`config.mk`:
```
export PLATFORM = sky130hd
export DESIGN_NAME = frame_arbiter
export DESIGN_NICKNAME = d
export VERILOG_FILES = /design/src/rtl/frame_arbiter_pkg.sv /design/src/rtl/frame_arbiter_counter.sv /design/src/rtl/frame_arbiter.sv
export SDC_FILE = /design/constraint.sdc
export NUM_CORES = 1
export LEC_CHECK = 0
export ABC_CLOCK_PERIOD_IN_PS = 2800
export CORE_ASPECT_RATIO = 1.1
export CORE_UTILIZATION = 46
export CTS_BUF_LIST = sky130_fd_sc_hd__clkbuf_16
export DETAILED_ROUTE_END_ITERATION = 8
export PLACE_DENSITY = 0.78
export REMOVE_ABC_BUFFERS = 1
export SYNTH_ARGS = -nofsm -noshare
export SYNTH_HDL_FRONTEND = slang
export SYNTH_HIERARCHICAL = 1
export SYNTH_SLANG_ARGS = --single-unit
```
`constraint.sdc`:
```
create_clock -name clock -period 2.8 [get_ports clock]
set_input_delay 0.56 -clock clock [delete_from_list [all_inputs] [get_ports clock]]
set_output_delay 0.56 -clock clock [all_outputs]
set_load 0.05 [all_outputs]
```
`src/rtl/frame_arbiter_pkg.sv`:
```
// Shared definitions for the frame arbiter: FSM encodings and the default pixel width.
package frame_arbiter_pkg;

  localparam int DEFAULT_FIFO_DWIDTH = 24;

  localparam logic [1:0] ST_IDLE   = 2'd0;
  localparam logic [1:0] ST_BURST0 = 2'd1;
  localparam logic [1:0] ST_BURST1 = 2'd2;

endpackage

```
`src/rtl/frame_arbiter_counter.sv`:
```
// Pixel-in-frame counter: advances per transfer, clears on the last pixel of a frame.
module frame_counter #(
  parameter int FRAME_PIXELS = 4,
  parameter int CW           = $clog2(FRAME_PIXELS + 1)
) (
  input  logic clock,
  input  logic reset,
  input  logic i_inc,
  input  logic i_clear,
  output logic o_tc
);

  localparam logic [CW-1:0] TC_VAL = CW'(FRAME_PIXELS - 1);

  logic [CW-1:0] r_count;

  // Clear wins over inc so the terminal transfer wraps straight to zero.
  always_ff @(posedge clock) begin
    if (reset || i_clear) begin
      r_count <= '0;
    end else if (i_inc) begin
      r_count <= r_count + 1'b1;
    end
  end

  assign o_tc = (r_count == TC_VAL);

endmodule

```
`src/rtl/frame_arbiter.sv`:
```
// Grants whole frames from one of two pixel FIFOs to a single downstream FIFO.
// Handshake: a pixel moves when the granted source is non-empty and the output is not full; the write lands one cycle later.
module frame_arbiter
  import frame_arbiter_pkg::*;
#(
  parameter int FIFO_DWIDTH  = DEFAULT_FIFO_DWIDTH,
  parameter int FRAME_PIXELS = 720 * 540
) (
  input  logic                   clock,
  input  logic                   reset,
  output logic                   fifo_in0_rd_en,
  input  logic [FIFO_DWIDTH-1:0] fifo_in0_dout,
  input  logic                   fifo_in0_empty,
  output logic                   fifo_in1_rd_en,
  input  logic [FIFO_DWIDTH-1:0] fifo_in1_dout,
  input  logic                   fifo_in1_empty,
  output logic                   fifo_out_wr_en,
  output logic [FIFO_DWIDTH-1:0] fifo_out_din,
  input  logic                   fifo_out_full,
  output logic                   fifo_out_src,
  output logic                   frame_done,
  output logic [1:0]             o_dbg_state
);

  logic [1:0]             r_state;
  logic [1:0]             w_next_state;
  logic                   r_last_grant;
  logic                   w_xfer0;
  logic                   w_xfer1;
  logic                   w_xfer;
  logic                   w_tc;
  logic                   w_last;
  logic                   r_wr_en;
  logic [FIFO_DWIDTH-1:0] r_din;
  logic                   r_src;
  logic                   r_frame_done;

  assign w_xfer0 = (r_state == ST_BURST0) && !fifo_in0_empty && !fifo_out_full;
  assign w_xfer1 = (r_state == ST_BURST1) && !fifo_in1_empty && !fifo_out_full;
  assign w_xfer  = w_xfer0 || w_xfer1;
  assign w_last  = w_xfer && w_tc;

  frame_counter #(
    .FRAME_PIXELS (FRAME_PIXELS)
  ) u_frame_counter (
    .clock   (clock),
    .reset   (reset),
    .i_inc   (w_xfer),
    .i_clear (w_last),
    .o_tc    (w_tc)
  );

  // On a tie the source that did not own the previous frame wins.
  always_comb begin
    w_next_state = r_state;
    case (r_state)
      ST_IDLE: begin
        if (!fifo_in0_empty && !fifo_in1_empty) begin
          w_next_state = r_last_grant ? ST_BURST0 : ST_BURST1;
        end else if (!fifo_in0_empty) begin
          w_next_state = ST_BURST0;
        end else if (!fifo_in1_empty) begin
          w_next_state = ST_BURST1;
        end
      end
      ST_BURST0, ST_BURST1: begin
        if (w_last) begin
          w_next_state = ST_IDLE;
        end
      end
      default: w_next_state = ST_IDLE;
    endcase
  end

  always_ff @(posedge clock) begin
    if (reset) begin
      r_state      <= ST_IDLE;
      r_last_grant <= 1'b1;
    end else begin
      r_state <= w_next_state;
      if (w_last) begin
        r_last_grant <= w_xfer1;
      end
    end
  end

  always_ff @(posedge clock) begin
    if (reset) begin
      r_wr_en      <= 1'b0;
      r_din        <= '0;
      r_src        <= 1'b0;
      r_frame_done <= 1'b0;
    end else begin
      r_wr_en      <= w_xfer;
      r_frame_done <= w_last;
      if (w_xfer) begin
        r_din <= w_xfer1 ? fifo_in1_dout : fifo_in0_dout;
        r_src <= w_xfer1;
      end
    end
  end

  assign fifo_in0_rd_en = w_xfer0;
  assign fifo_in1_rd_en = w_xfer1;
  assign fifo_out_wr_en = r_wr_en;
  assign fifo_out_din   = r_din;
  assign fifo_out_src   = r_src;
  assign frame_done     = r_frame_done;
  assign o_dbg_state    = r_state;

endmodule

```
Word-level counts from Yosys, hierarchy flattened
Cells that the tools add are included.
- word-level logic and storage cells: 34
- input port bits: 53
- output and inout bits: 31
- flip-flop bits (word level): 49
- reduce and logical (&&, ||, !) cells: 14
- equal/unequal tests: 5
- mux-type cells: 7
- add/subtract/negate cells: 1
- operator list (cell ; number):
    24-bit 2-to-1 mux ; 1
    19-bit by 1-bit adder with 19-bit output (second input constant) ; 1
    19-bit equality test (second input constant) ; 1
    2-bit 2-to-1 mux ; 5
    1-bit logical AND ; 6
    4-bit inequality test (second input constant) ; 1
    2-bit case mux with 2 select lines ; 1
    1-bit zero test ; 3
    2-bit by 1-bit equality test with 1-bit output (second input constant) ; 1
    2-bit equality test (second input constant) ; 1
    2-bit zero test ; 1
    1-bit logical OR ; 2
    2-bit by 1-bit inequality test with 1-bit output (second input constant) ; 1
    2-bit AND reduction ; 1
    2-bit OR reduction ; 1

Longest topological paths before layout
Gate-level depths: netlist of the first run.
- depth after elaboration: 7
- depth in mapped cells: 12
- depth with buffers taken out: 10

Cells and area by module
The synthesis of the first run kept the hierarchy.
- modules (own cells, without submodules) (module ; seq. area each (sq um) ; times used ; cells each ; area an instance (sq um)):
    frame_arbiter ; 600.6 ; 1 ; 171 ; 1580.3
    frame_counter ; 380.4 ; 1 ; 104 ; 943.4

Worst setup path after synthesis of the first run
OpenSTA, ideal clock, no wires.
- path type: register to register
- from: register r_state[0] (netlist: o_dbg_state[0])
- to: register u_frame_counter.r_count[18]
- buffers on the path: 3
- library setup time: 0.116 ns
- arrival time: 2.534 ns
- setup slack: 0.150 ns
- stages on the path, launching flop included: 12
- clock period less this slack: 2.650 ns
- data required time: 2.684 ns
- path through: dfxtp_1 -> ha_1 -> nand2b_4 -> a21o_1 -> buf_4 -> clkinv_2 -> buf_4 -> buf_2 -> nand3_2 -> nor4_4 -> a31oi_1 -> a41o_1
- cells in the longest elaborated chain, start to end: 6
- elaborated cells on any way between the ends: 9
- classes of those cells: eq/ne: 2; reduce/logical: 7
- ends and longest elaborated chain (item ; line ; source):
    start: declaration ; frame_arbiter.sv:25 ; logic [1:0] r_state;
    start signal: assignment ; frame_arbiter.sv:80 ; r_state <= w_next_state;
    2-bit by 1-bit equality test with 1-bit output / 2-bit equality test (equally long branches) ; frame_arbiter.sv:38, frame_arbiter.sv:39 ;
    1-bit logical AND (on tied branches) (2 in a row) ; frame_arbiter.sv:38, frame_arbiter.sv:39 ;
    1-bit logical OR * ; frame_arbiter.sv:40 ; assign w_xfer = w_xfer0 || w_xfer1;
    named net w_xfer ; frame_arbiter.sv:30 ; logic w_xfer;
    1-bit logical AND ; frame_arbiter.sv:41 ; assign w_last = w_xfer && w_tc;
    1-bit logical OR ; frame_arbiter_counter.sv:19 ; if (reset || i_clear) begin
    end signal: assignment ; frame_arbiter_counter.sv:22 ; r_count <= r_count + 1'b1;
    end: declaration ; frame_arbiter_counter.sv:15 ; logic [CW-1:0] r_count;
The timed path passes the listed nets; every way through them passes the cells marked *.
A chain may end at the register's enable or synchronous reset.

Worst setup path after layout of the first run
- from: input fifo_in1_empty
- to: output fifo_in1_rd_en
- cells in the longest elaborated chain, start to end: 3
- ends and longest elaborated chain (item ; line ; source):
    start: declaration ; frame_arbiter.sv:16 ; input logic fifo_in1_empty,
    1-bit zero test ; -- ;
    1-bit logical AND (2 in a row) ; frame_arbiter.sv:39 ; assign w_xfer1 = (r_state == ST_BURST1) && !fifo_in1_empty && !fifo_out_full;
    end: declaration ; frame_arbiter.sv:14 ; output logic fifo_in1_rd_en,
No other way between the ends.

==> results of run 1 <==
## where the power goes
| part | internal (mW) | switching [mW] |
|---|---|---|
| Clock | 0.415 | 0.246 |
| Sequential | 0.786 | 0.0488 |
| Combinational | 0.412 | 0.699 |
| Total | 1.61 | 0.994 |
## logic make-up after synthesis
family	Yosys count
xor gates and xnor gates	11
muxes	1
and+or+nand+nor	116
AOI/OAI and AO/OA	71
DFF	49
buffers and inverters	23
adders and majority gates	4
## tightest hold or removal path, stage by stage, from the launching register on
cell and delay (ps):
dfxtp_1 310, inv_1 50, o21ai_0 70
## flip-flops by register name, summed over array words and instances (netlist names)
register	count
u_frame_counter/r_count	19
frame_done	1
fifo_out_src	1
o_dbg_state	2
r_last_grant	1
fifo_out_wr_en	1
fifo_out_din	24
## routing by layer
| layer | part of all wire | vias up | track usage |
|---|---|---|---|
| met5 | 0 | - | 0 |
| met4 | 0.0080 | 0 | 0.0647 |
| met3 | 0.063 | 5 | 0.0480 |
| met2 | 0.47 | 67 | 0.396 |
| met1 | 0.45 | 1044 | 0.286 |
| li1 | - | 1133 | - |
## how the worst min path moves through the flow
stage	depth (start not counted)	start	slack, ps	end
after global placement	2	r_last_grant	470	r_last_grant
after CTS	2	r_last_grant	480	r_last_grant
final	2	r_last_grant	480	r_last_grant
after detailed placement	2	r_last_grant	470	r_last_grant
after global routing	2	r_last_grant	520	r_last_grant
after floorplan	2	r_last_grant	440	r_last_grant
## synth_stat cells (all sizes together), types with 4 or more instances
master | number | share of area
dfxtp | 49 | 0.39
nor2 | 44 | 0.065
nand2 | 37 | 0.055
a21oi | 31 | 0.088
a211oi | 24 | 0.11
buf | 14 | 0.052
xnor2 | 8 | 0.028
nand3 | 6 | 0.016
inv | 5 | 0.010
nand4 | 5 | 0.024
nor4 | 5 | 0.024
ha | 4 | 0.020
nor3 | 4 | 0.0079
o21ai | 4 | 0.0079
## through the flow
stage          utilization  instances  setup slack [ps]  power, mW
3_5_place_dp         0.661        424               289       1.96
5_1_grt              0.692        432               344       2.74
2_1_floorplan            -        258              -623       1.59
4_1_cts              0.692        432               499       2.64
3_3_place_gp         0.661        424               317       1.95
6_report             0.692        432               502       2.61
## cell type report
type,count,area (um2)
multi-input cells,203,1370
fillers,435,1580
clock inverters,3,37.5
well taps,72,90.1
inverters,6,31.3
flip-flops and latches,49,981
clock buffers,5,125
repair buffers,94,921
==> results.md, run 1 <==
- Core Box Area: a little over 5000 um2
- Worst vdd ir: 0.431 mV
- Avg Inst Size Synth: 9.18 um2
- Netlist Area Pre-Place: 2520 um2
- # diodes: 0
- Final period util: 0.821
- Status: complete, no violations
- RSZ-0062 raised after global routing: false
- IO buf count: 83
- Cell variety after synth: 45
- RePlAce Congestion: 0.837
- # Max-Cap Violations: 0
- HP Class: register to register
- Data arrival time of the worst path: 1740 ps
- EDFF count, synth: 0
- Clk Latency, worst-skew pair: 290 ps
- Fin Hold WS: 477 ps
- Worst-margin pin slew: between 500 and 600 ps
- Number of global-route vias before repair: ~2200
- Peak Freq: roughly 0.44 GHz
- Mux contribution to synthesized area: 0.00397
- Initial antenna violation count: 0
- Resized cells post-CTS: 0
- Setup CP Type: input pin to primary output
- CTS Buffer Depth: 2
- Power Density: 733 nW/um2
- Worst Path Max Fanout: 13
- Complex-gate fraction of the synthesized area: 0.243
- DRT antenna net count: 0
- CTS Buf Count: 5
- Drt pass-1 iters: 4
- Register bit total from synthesis: 49
- Critical path depth in cells: 5
- Root Buffer: clkbuf_16
- Vias per inst: 5.21
- Slowest-stage cell, CP: clkdlybuf4s50_1
- Crit-path max cell delay: 440 ps
- CP cell instances: clkdlybuf4s50_1 > nand2b_4 > or2_1 > inv_8 > buf_12
- Worst Path Buf+Inv: 3
- Reg2Reg Launch Point: u_frame_counter/r_count[0]
- Routed via count: 2249
- Routed wire length: 6220 um
- Most common cell after layout, fill and taps aside: clkdlybuf4s50_1
- Setup TNS: 0 ps
- Final hold violation count: 0
- Crit end category: primary output
- Leak: 1.36 nW
- Drt drc: 0
- Commonest non-fill, non-tap cells in the layout: 81 x clkdlybuf4s50_1, 49 x dfxtp_1, 44 x nor2_1
- Synth Instances: about 280
- FFs w/ async S/R, synth: 0
- Congestion Overflow GR: 0
- Routed len/inst: 14.4 um
- Die height: 79.7 um
- CP top delay family: buffers and inverters
- CTS tree: yes
- # setup viols final: 0
- Tmin final: 2300 ps
- Ports: 84
- Starting DRT DRC Count: 93
- Final instance area: between 3000 and 4000 um2
- Placed Area: between 3000 and 4000 um2
- Post-synthesis simple-gate area fraction: 0.237
- Area Overhead vs Synth: 40.9%
- Crit path to: fifo_in1_rd_en
- Seq/Total Area, Yosys: 0.389
- Xor/xnor cell area share of the yosys netlist: 0.0382
- Crit path from: fifo_in1_empty
- Max-slew headroom: 0.640
- CP startpoint kind: input pin
- Reg2reg path depth: 8
- Initial core utilization: 0.491
- Main combinational cell family by area after synthesis: compound AO/OA/AOI/OAI gates
- # rows: 27
- Hold buffers post-CTS: 0
- Synth Area in Adders: 0.0198
- CTS sink count: 49
- Pins over their slew limit: 0
- Die Span X: 72.6 um
- Syn. warnings: 6
- GRT Util Overall: 0.229
- DP HPWL: ~4400 um
- Skew final: 6.46 ps
- Pin count of the biggest net entering global routing: 27
- Max H-tree Level: 2
- Share of layout cells above drive strength 1: 0.194
- First-pass GRT wire length: a little over 10000 um
- Final nets: around 420
- Die area: roughly 5800 um2
- Crit path required time: between 2000 and 2500 ps
- Post-CTS setup buffers: 0
- Reg2reg end: u_frame_counter/r_count[14]
- Flop-to-flop setup slack: roughly 540 ps
- Most used DFF post-synth: dfxtp_1
- Clock-pin slew on the worst setup and hold paths: 60 ps
Power figures use the tool's default switching activity.
==> run 2: changes to the inputs <==
--- a/config.mk
+++ b/config.mk
@@ -5,12 +5,12 @@
 export SDC_FILE = /design/constraint.sdc
 export NUM_CORES = 1
 export LEC_CHECK = 0
-export ABC_CLOCK_PERIOD_IN_PS = 2800
+export ABC_CLOCK_PERIOD_IN_PS = 2100
 export CORE_ASPECT_RATIO = 1.1
-export CORE_UTILIZATION = 46
+export CORE_UTILIZATION = 41
 export CTS_BUF_LIST = sky130_fd_sc_hd__clkbuf_16
 export DETAILED_ROUTE_END_ITERATION = 8
-export PLACE_DENSITY = 0.78
+export PLACE_DENSITY = 0.74
 export REMOVE_ABC_BUFFERS = 1
 export SYNTH_ARGS = -nofsm -noshare
 export SYNTH_HDL_FRONTEND = slang
==> constraint.sdc (replaced) <==
create_clock -name clock -period 2.1 [get_ports clock]
set_input_delay 0.42 -clock clock [delete_from_list [all_inputs] [get_ports clock]]
set_output_delay 0.42 -clock clock [all_outputs]
set_load 0.05 [all_outputs]
==> results.md, run 2 (synthesized netlist as in run 1, its figures left out) <==
- RePlAce Congestion: 0.852 (+1.8%)
- Commonest non-fill, non-tap cells in the layout: 81 x clkdlybuf4s50_1, 48 x dfxtp_1, 44 x nor2_1
- HP Class: register to register
- Congestion Overflow GR: 0 (unchanged)
- Final period util: 0.982
- Clk Latency, worst-skew pair: 290 ps (about the same)
- Routed via count: 2325 (+3.4%)
- Placed Area: 3540 um2 (+4.2%)
- Clock-pin slew on the worst setup and hold paths: 60 ps (about the same)
- CTS sink count: 49 (unchanged)
- CTS tree: yes
- Final nets: 431 (+3.6%)
- Most common cell after layout, fill and taps aside: clkdlybuf4s50_1
- Number of global-route vias before repair: 2239 (+2.8%)
- Worst-margin pin slew: 539 ps (+0.175 ps)
- Die height: 84.3 um (+5.8%)
- Max H-tree Level: 2 (unchanged)
- CP top delay family: buffers and inverters
- Drt drc: 0 (unchanged)
- Root Buffer: clkbuf_16
- Tmin final: ~2100 ps
- Leak: 1.44 nW (+5.7%)
- Data arrival time of the worst path: 1640 ps (-100 ps)
- Pin count of the biggest net entering global routing: 31 (+15%)
- Final instance area: 3680 um2 (+3.7%)
- Routed wire length: 6400 um (+2.8%)
- DP HPWL: 4600 um (+4.1%)
- Reg2Reg Launch Point: u_frame_counter/r_count[1]
- Skew final: 6.60 ps (+0.132 ps)
- # setup viols final: 0 (unchanged)
- Final design utilization: 0.631 (-0.0615)
- Setup CP Type: input pin to primary output
- CTS Buffer Depth: 2 (unchanged)
- # diodes: 0 (unchanged)
- Pins over their slew limit: 0 (unchanged)
- Share of layout cells above drive strength 1: 0.235 (+0.0402)
- Slowest-stage cell, CP: clkdlybuf4s50_1
- Crit-path max cell delay: 420 ps (-20 ps)
- Worst Path Max Fanout: 5 (-8)
- Routed len/inst: 14.2 um (-1.7%)
- Final hold violation count: 0 (unchanged)
- CP startpoint kind: input pin
- # Max-Cap Violations: 0 (unchanged)
- Initial antenna violation count: 0 (unchanged)
- Drt pass-1 iters: 4 (unchanged)
- First-pass GRT wire length: 10500 um (+1.5%)
- IO buf count: 83 (unchanged)
- Most frequent cell on the critical path: buf_4
- Crit end category: primary output
- # rows: 29 (+7.4%)
- Hold path startpoint: r_last_grant
- DRT antenna net count: 0 (unchanged)
- Die Span X: 76.8 um (+5.8%)
- Initial core utilization: 0.432 (-0.0595)
- Area Overhead vs Synth: 46.0%
- Hold buffers post-CTS: 0 (unchanged)
- Max-slew headroom: 0.639 (about the same)
- Peak Freq: roughly 0.48 GHz
- CP cell instances: clkdlybuf4s50_1 > nand2b_4 > buf_4 > or2_4 > inv_8 > buf_4
- Crit path required time: 1680 ps (-560 ps)
- RSZ-0062 raised after global routing: false
- Starting DRT DRC Count: 133 (+43%)
- Power Density: 928 nW/um2 (+27%)
- Status: complete, no violations
- Worst Path Buf+Inv: 4 (+1)
- Core Box Area: 5840 um2 (+14%)
- Worst vdd ir: 0.445 mV (+3.3%)
- Ports: 84 (unchanged)
- Vias per inst: 5.14 (-1.2%)
- CTS Buf Count: 5 (unchanged)
- Die area: 6470 um2 (+12%)
- Max reg flops: 24 (unchanged)
- Crit path from: fifo_in1_empty
- GRT Util Overall: 0.202 (-0.0270)
==> run 2: cell types whose count changed in the layout (fill, tap and decap cells not counted), sizes merged <==
cell / before / now
clkinv: 2 / 4
buf: 13 / 28
bufinv: 1 / 0
inv: 6 / 5
==> run 2: layout make-up <==
class / instances / area [um2]
fillers: 489 / 2160
multi-input cells: 203 / 1370
repair buffers: 109 / 1060
flip-flops and latches: 49 / 982
clock buffers: 5 / 125
well taps: 77 / 96.3
inverters: 6 / 31.3
clock inverters: 3 / 17.5
==> run 2: report_power, final <==
group          internal (mW)  total, mW  switching [mW]
clock                  0.437      0.773           0.336
sequential              1.05       1.11          0.0626
combinational          0.588       1.54           0.947
total                   2.07       3.42            1.35
==> run 2: worst paths after layout <==
kind / endpoint / slack, ps / cells past startpoint
max: fifo_in1_rd_en / 40 / 6
max reg2reg: u_frame_counter/r_count[17] / 150 / 8
min reg2reg: r_last_grant / 480 / 2
min: r_last_grant / 480 / 2
==> run 2: metal layers <==
metal	wire [um]	global-route usage	vias to the layer above
met2	3120	0.343	77
met5	0	0	-
met4	139	0.0804	0
li1	-	-	1154
met1	2760	0.249	1079
met3	379	0.0446	15
==> run 2: what timing repair did <==
action                                  4_1_cts  5_1_grt
gates resized for setup                       1        2
pin swaps                                     0        0
endpoints found under the setup margin        1        6
hold endpoints to repair                      0        0
buffers inserted                              0        0
==> run 2: metrics by stage <==
| stage | setup WS, ps | total power, mW | std cells | hold slack [ps] | TNS [ps] |
|---|---|---|---|---|---|
| floorplan | -1320 | 2.12 | 258 | 442 | -39700 |
| global placement | -86.2 | 2.64 | 444 | 466 | -1320 |
| detailed placement | -142 | 2.67 | 444 | 466 | -2190 |
| CTS | 34.0 | 3.45 | 452 | 482 | 0 |
| global route | 10.9 | 3.60 | 452 | 514 | 0 |
| finish | 37.9 | 3.42 | 452 | 477 | 0 |
==> run 2: worst min-delay path: stages, from the launching register on <==
cell     delay, ps
dfxtp_1        310
inv_1           50
o21ai_0         70
==> run 3: changes to the inputs <==
--- a/config.mk
+++ b/config.mk
@@ -5,9 +5,10 @@
 export SDC_FILE = /design/constraint.sdc
 export NUM_CORES = 1
 export LEC_CHECK = 0
+export ABC_AREA = 1
 export ABC_CLOCK_PERIOD_IN_PS = 2100
 export CORE_ASPECT_RATIO = 1.1
-export CORE_UTILIZATION = 41
+export CORE_UTILIZATION = 42
 export CTS_BUF_LIST = sky130_fd_sc_hd__clkbuf_16
 export DETAILED_ROUTE_END_ITERATION = 8
 export PLACE_DENSITY = 0.74
==> results.md, run 3 <==
- Drt pass-1 iters: 4 (unchanged)
- Reg2reg path depth: 11 (+3)
- Data arrival time of the worst path: 1580 ps (-60 ps)
- # rows: 29 (unchanged)
- Clk Latency, worst-skew pair: 280 ps (about the same)
- Sequential share of power: 0.384 (+0.059)
- Top cells by area, synth: dfxtp_1 37%, nand2_1 22%, nand2_2 5.4%
- Avg Inst Size Synth: 6.80 um2 (-26%)
- Tmin final: 2000 ps (-59.5 ps)
- Core Box Area: 5910 um2 (+1.2%)
- Reg2Reg Launch Point: u_frame_counter/r_count[0]
- Combinational share of power: 0.351 (-0.098)
- Final period util: 0.954 (-0.0283)
- Synth Instances: 389 (+41%)
- Most common cell after layout, fill and taps aside: nand2_1
- CTS sink count: 49 (unchanged)
- CTS tree: yes
- # setup viols final: 0 (unchanged)
- Commonest non-fill, non-tap cells in the layout: 153 x nand2_1, 81 x clkdlybuf4s50_1, 49 x dfxtp_1
- Pins over their slew limit: 0 (unchanged)
- Leak: 1.49 nW (+3.2%)
- CTS Buffer Depth: 2 (unchanged)
- Routed wire length: 6630 um (+3.7%)
- Routed len/inst: 11.9 um (-16%)
- Share of layout cells above drive strength 1: 0.154 (-0.0805)
- Main combinational cell family by area after synthesis: simple AND/OR/NAND/NOR gates
- Slowest-stage cell, CP: dfxtp_1
- Initial antenna violation count: 0 (unchanged)
- Most common cell in the netlist: nand2_1
- Sw Ratio: 0.343 (-0.0506)
- Clock-pin slew on the worst setup and hold paths: 60 ps (about the same)
- RePlAce Congestion: 0.843 (-1.1%)
- Synth top cells by count: 153 x nand2_1, 49 x dfxtp_1, 34 x nor2_1, 28 x inv_1, 25 x a21oi_1
- Flop-to-flop setup slack: 170 ps (+20 ps)
- CP startpoint kind: register
- Worst Path Max Fanout: 27 (+22)
- # diodes: 0 (unchanged)
- Syn. warnings: 6 (unchanged)
- Max-slew headroom: 0.631 (-0.00862)
- Crit path to: fifo_in1_rd_en
- Root Buffer: clkbuf_16
- Fin Hold WS: 462 ps (-14.9 ps)
- DRT antenna net count: 0 (unchanged)
- Crit end category: primary output
- Sw Pwr: 0.944 mW (-30%)
- Area Overhead vs Synth: 41.0%
- EDFF count, synth: 0 (unchanged)
- Peak Freq: 0.499 GHz (+3.0%)
- Crit path from: o_dbg_state[0]
- P_int: 1.81 mW (-13%)
- Max reg flops: 24 (unchanged)
- GRT Util Overall: 0.205 (+0.00216)
- Complex-gate fraction of the synthesized area: 0.113 (-0.130)
- Netlist Area Pre-Place: 2650 um2 (+4.9%)
- Seq/Total Area, Yosys: 0.371 (-0.0180)
- Most used DFF post-synth: dfxtp_1
- Cell variety after synth: 31 (-31%)
- Max H-tree Level: 2 (unchanged)
- Post-synthesis simple-gate area fraction: 0.405 (+0.168)
- Congestion Overflow GR: 0 (unchanged)
- Xor/xnor cell area share of the yosys netlist: 0 (-0.0382)
- Die area: 6620 um2 (+2.3%)
- Worst Path Buf+Inv: 4 (unchanged)
- Worst-margin pin slew: 552 ps (+12.9 ps)
- Initial core utilization: 0.447 (+0.0154)
- # Max-Cap Violations: 0 (unchanged)
- Crit path required time: 1680 ps (about the same)
- Skew final: 2.73 ps (-3.86 ps)
- Die Span X: 77.7 um (+1.1%)
- Synth Area in Adders: 0.0189 (-0.000919)
- Area leader, netlist: dfxtp_1
- DP HPWL: 5000 um (+8.7%)
- Power Density: 738 nW/um2 (-20%)
- Pre-CTS setup slack: -142 ps (-0.835 ps)
- CP cell instances: inv_1 > ha_1 > nand3_4 > buf_6 > inv_4 > buf_12
- Final nets: 537 (+25%)
- Drt drc: 0 (unchanged)
- CP top delay family: buffers and inverters
- Status: complete, no violations
- Setup CP Type: register to primary output
- Ports: 84 (unchanged)
- Area share of the largest cell type after synthesis: 0.371 (-0.0180)
- Clock power share: 0.265 (+0.039)
- Power Total: 2.75 mW (-19%)
- HP Class: register to register
- Register bit total from synthesis: 49 (unchanged)
- FFs w/ async S/R, synth: 0 (unchanged)
- Mux contribution to synthesized area: 0 (-0.00397)
- Worst vdd ir: 0.406 mV (-8.8%)
- Routed via count: 2693 (+16%)
- Reg2reg end: u_frame_counter/r_count[11]
- Hold buffers post-CTS: 0 (unchanged)
- Crit-path max cell delay: 380 ps (-40 ps)
- Vias per inst: 4.83 (-6.0%)
- Number of global-route vias before repair: 2486 (+11%)
- CTS Buf Count: 5 (unchanged)
- Setup ws final: 97.4 ps (+59.5 ps)
- Die height: 85.3 um (+1.1%)
- First-pass GRT wire length: 11000 um (+4.4%)
- Final hold violation count: 0 (unchanged)
- IO buf count: 83 (unchanged)
- Critical path depth in cells: 6 (unchanged)
- Final design utilization: 0.631 (about the same)
- RSZ-0062 raised after global routing: false
- Pin count of the biggest net entering global routing: 30 (-3.2%)
- Starting DRT DRC Count: 115 (-14%)
[run 3: how the worst min path moves through the flow]
stage | from | end | slack, ps | cells after the start
after floorplan | u_frame_counter/r_count[11] | u_frame_counter/r_count[11] | 440 | 2
after global placement | fifo_out_src | fifo_out_src | 450 | 2
after detailed placement | fifo_out_din[12] | fifo_out_din[12] | 460 | 2
after CTS | fifo_out_din[12] | fifo_out_din[12] | 470 | 2
after global routing | fifo_out_din[11] | fifo_out_din[11] | 480 | 2
final | fifo_out_din[14] | fifo_out_din[14] | 460 | 2
[run 3: power groups by stage]
stage	clock [mW]	combinational (mW)	sequential [mW]
4_1_cts	0.762	0.975	1.06
2_1_floorplan	0	0.350	1.32
3_3_place_gp	0	0.957	1.07
6_report	0.730	0.966	1.06
5_1_grt	0.787	1.04	1.06
3_5_place_dp	0	0.969	1.08
[run 3: final cells by class]
cell class	count	area, um2
clock buffer	5	125
clock inverter	2	7.51
fill	520	2180
inverter	33	131
multi-input combinational	294	1430
sequential	49	981
tap	77	96.3
timing repair buffer	97	960
[run 3: logic make-up after synthesis]
| kind of cell | after synthesis |
|---|---|
| fa+ha+maj | 4 |
| simple gates | 241 |
| flops | 49 |
| buf+inv | 46 |
| compound gates | 49 |
[run 3: worst reg2reg max path, cell delays in order, from the launching register on]
cell and delay [ps]:
dfxtp_1 370, ha_1 210, inv_1 50, nor2_1 150
nand2_1 140, nor4_2 350, nand2_2 90, inv_1 70
nor2_2 90, buf_4 180, nand2_1 70, nor2_1 40
[run 3: repair_timing]
action                     in CTS  in global routing
setup endpoints to repair       7                 13
pin swaps                       0                  0
setup buffers                   0                  0
gates resized for setup         2                  1
[run 3: through the flow]
| stage | cells | setup TNS [ps] | cell area, um2 |
|---|---|---|---|
| after floorplan | 376 | -6630 | 2530 |
| after global placement | 550 | -1140 | 3590 |
| after detailed placement | 550 | -1260 | 3590 |
| after CTS | 557 | 0 | 3730 |
| after global routing | 557 | 0 | 3730 |
| final | 557 | 0 | 3730 |
[run 3: per-layer routing]
layer  GRT usage  up-vias  wire length, um
li1            -     1392                -
met1       0.251     1207             3100
met2       0.368       86             3010
met3      0.0387        8              458
met4      0.0446        0               66
met5           0        -                0
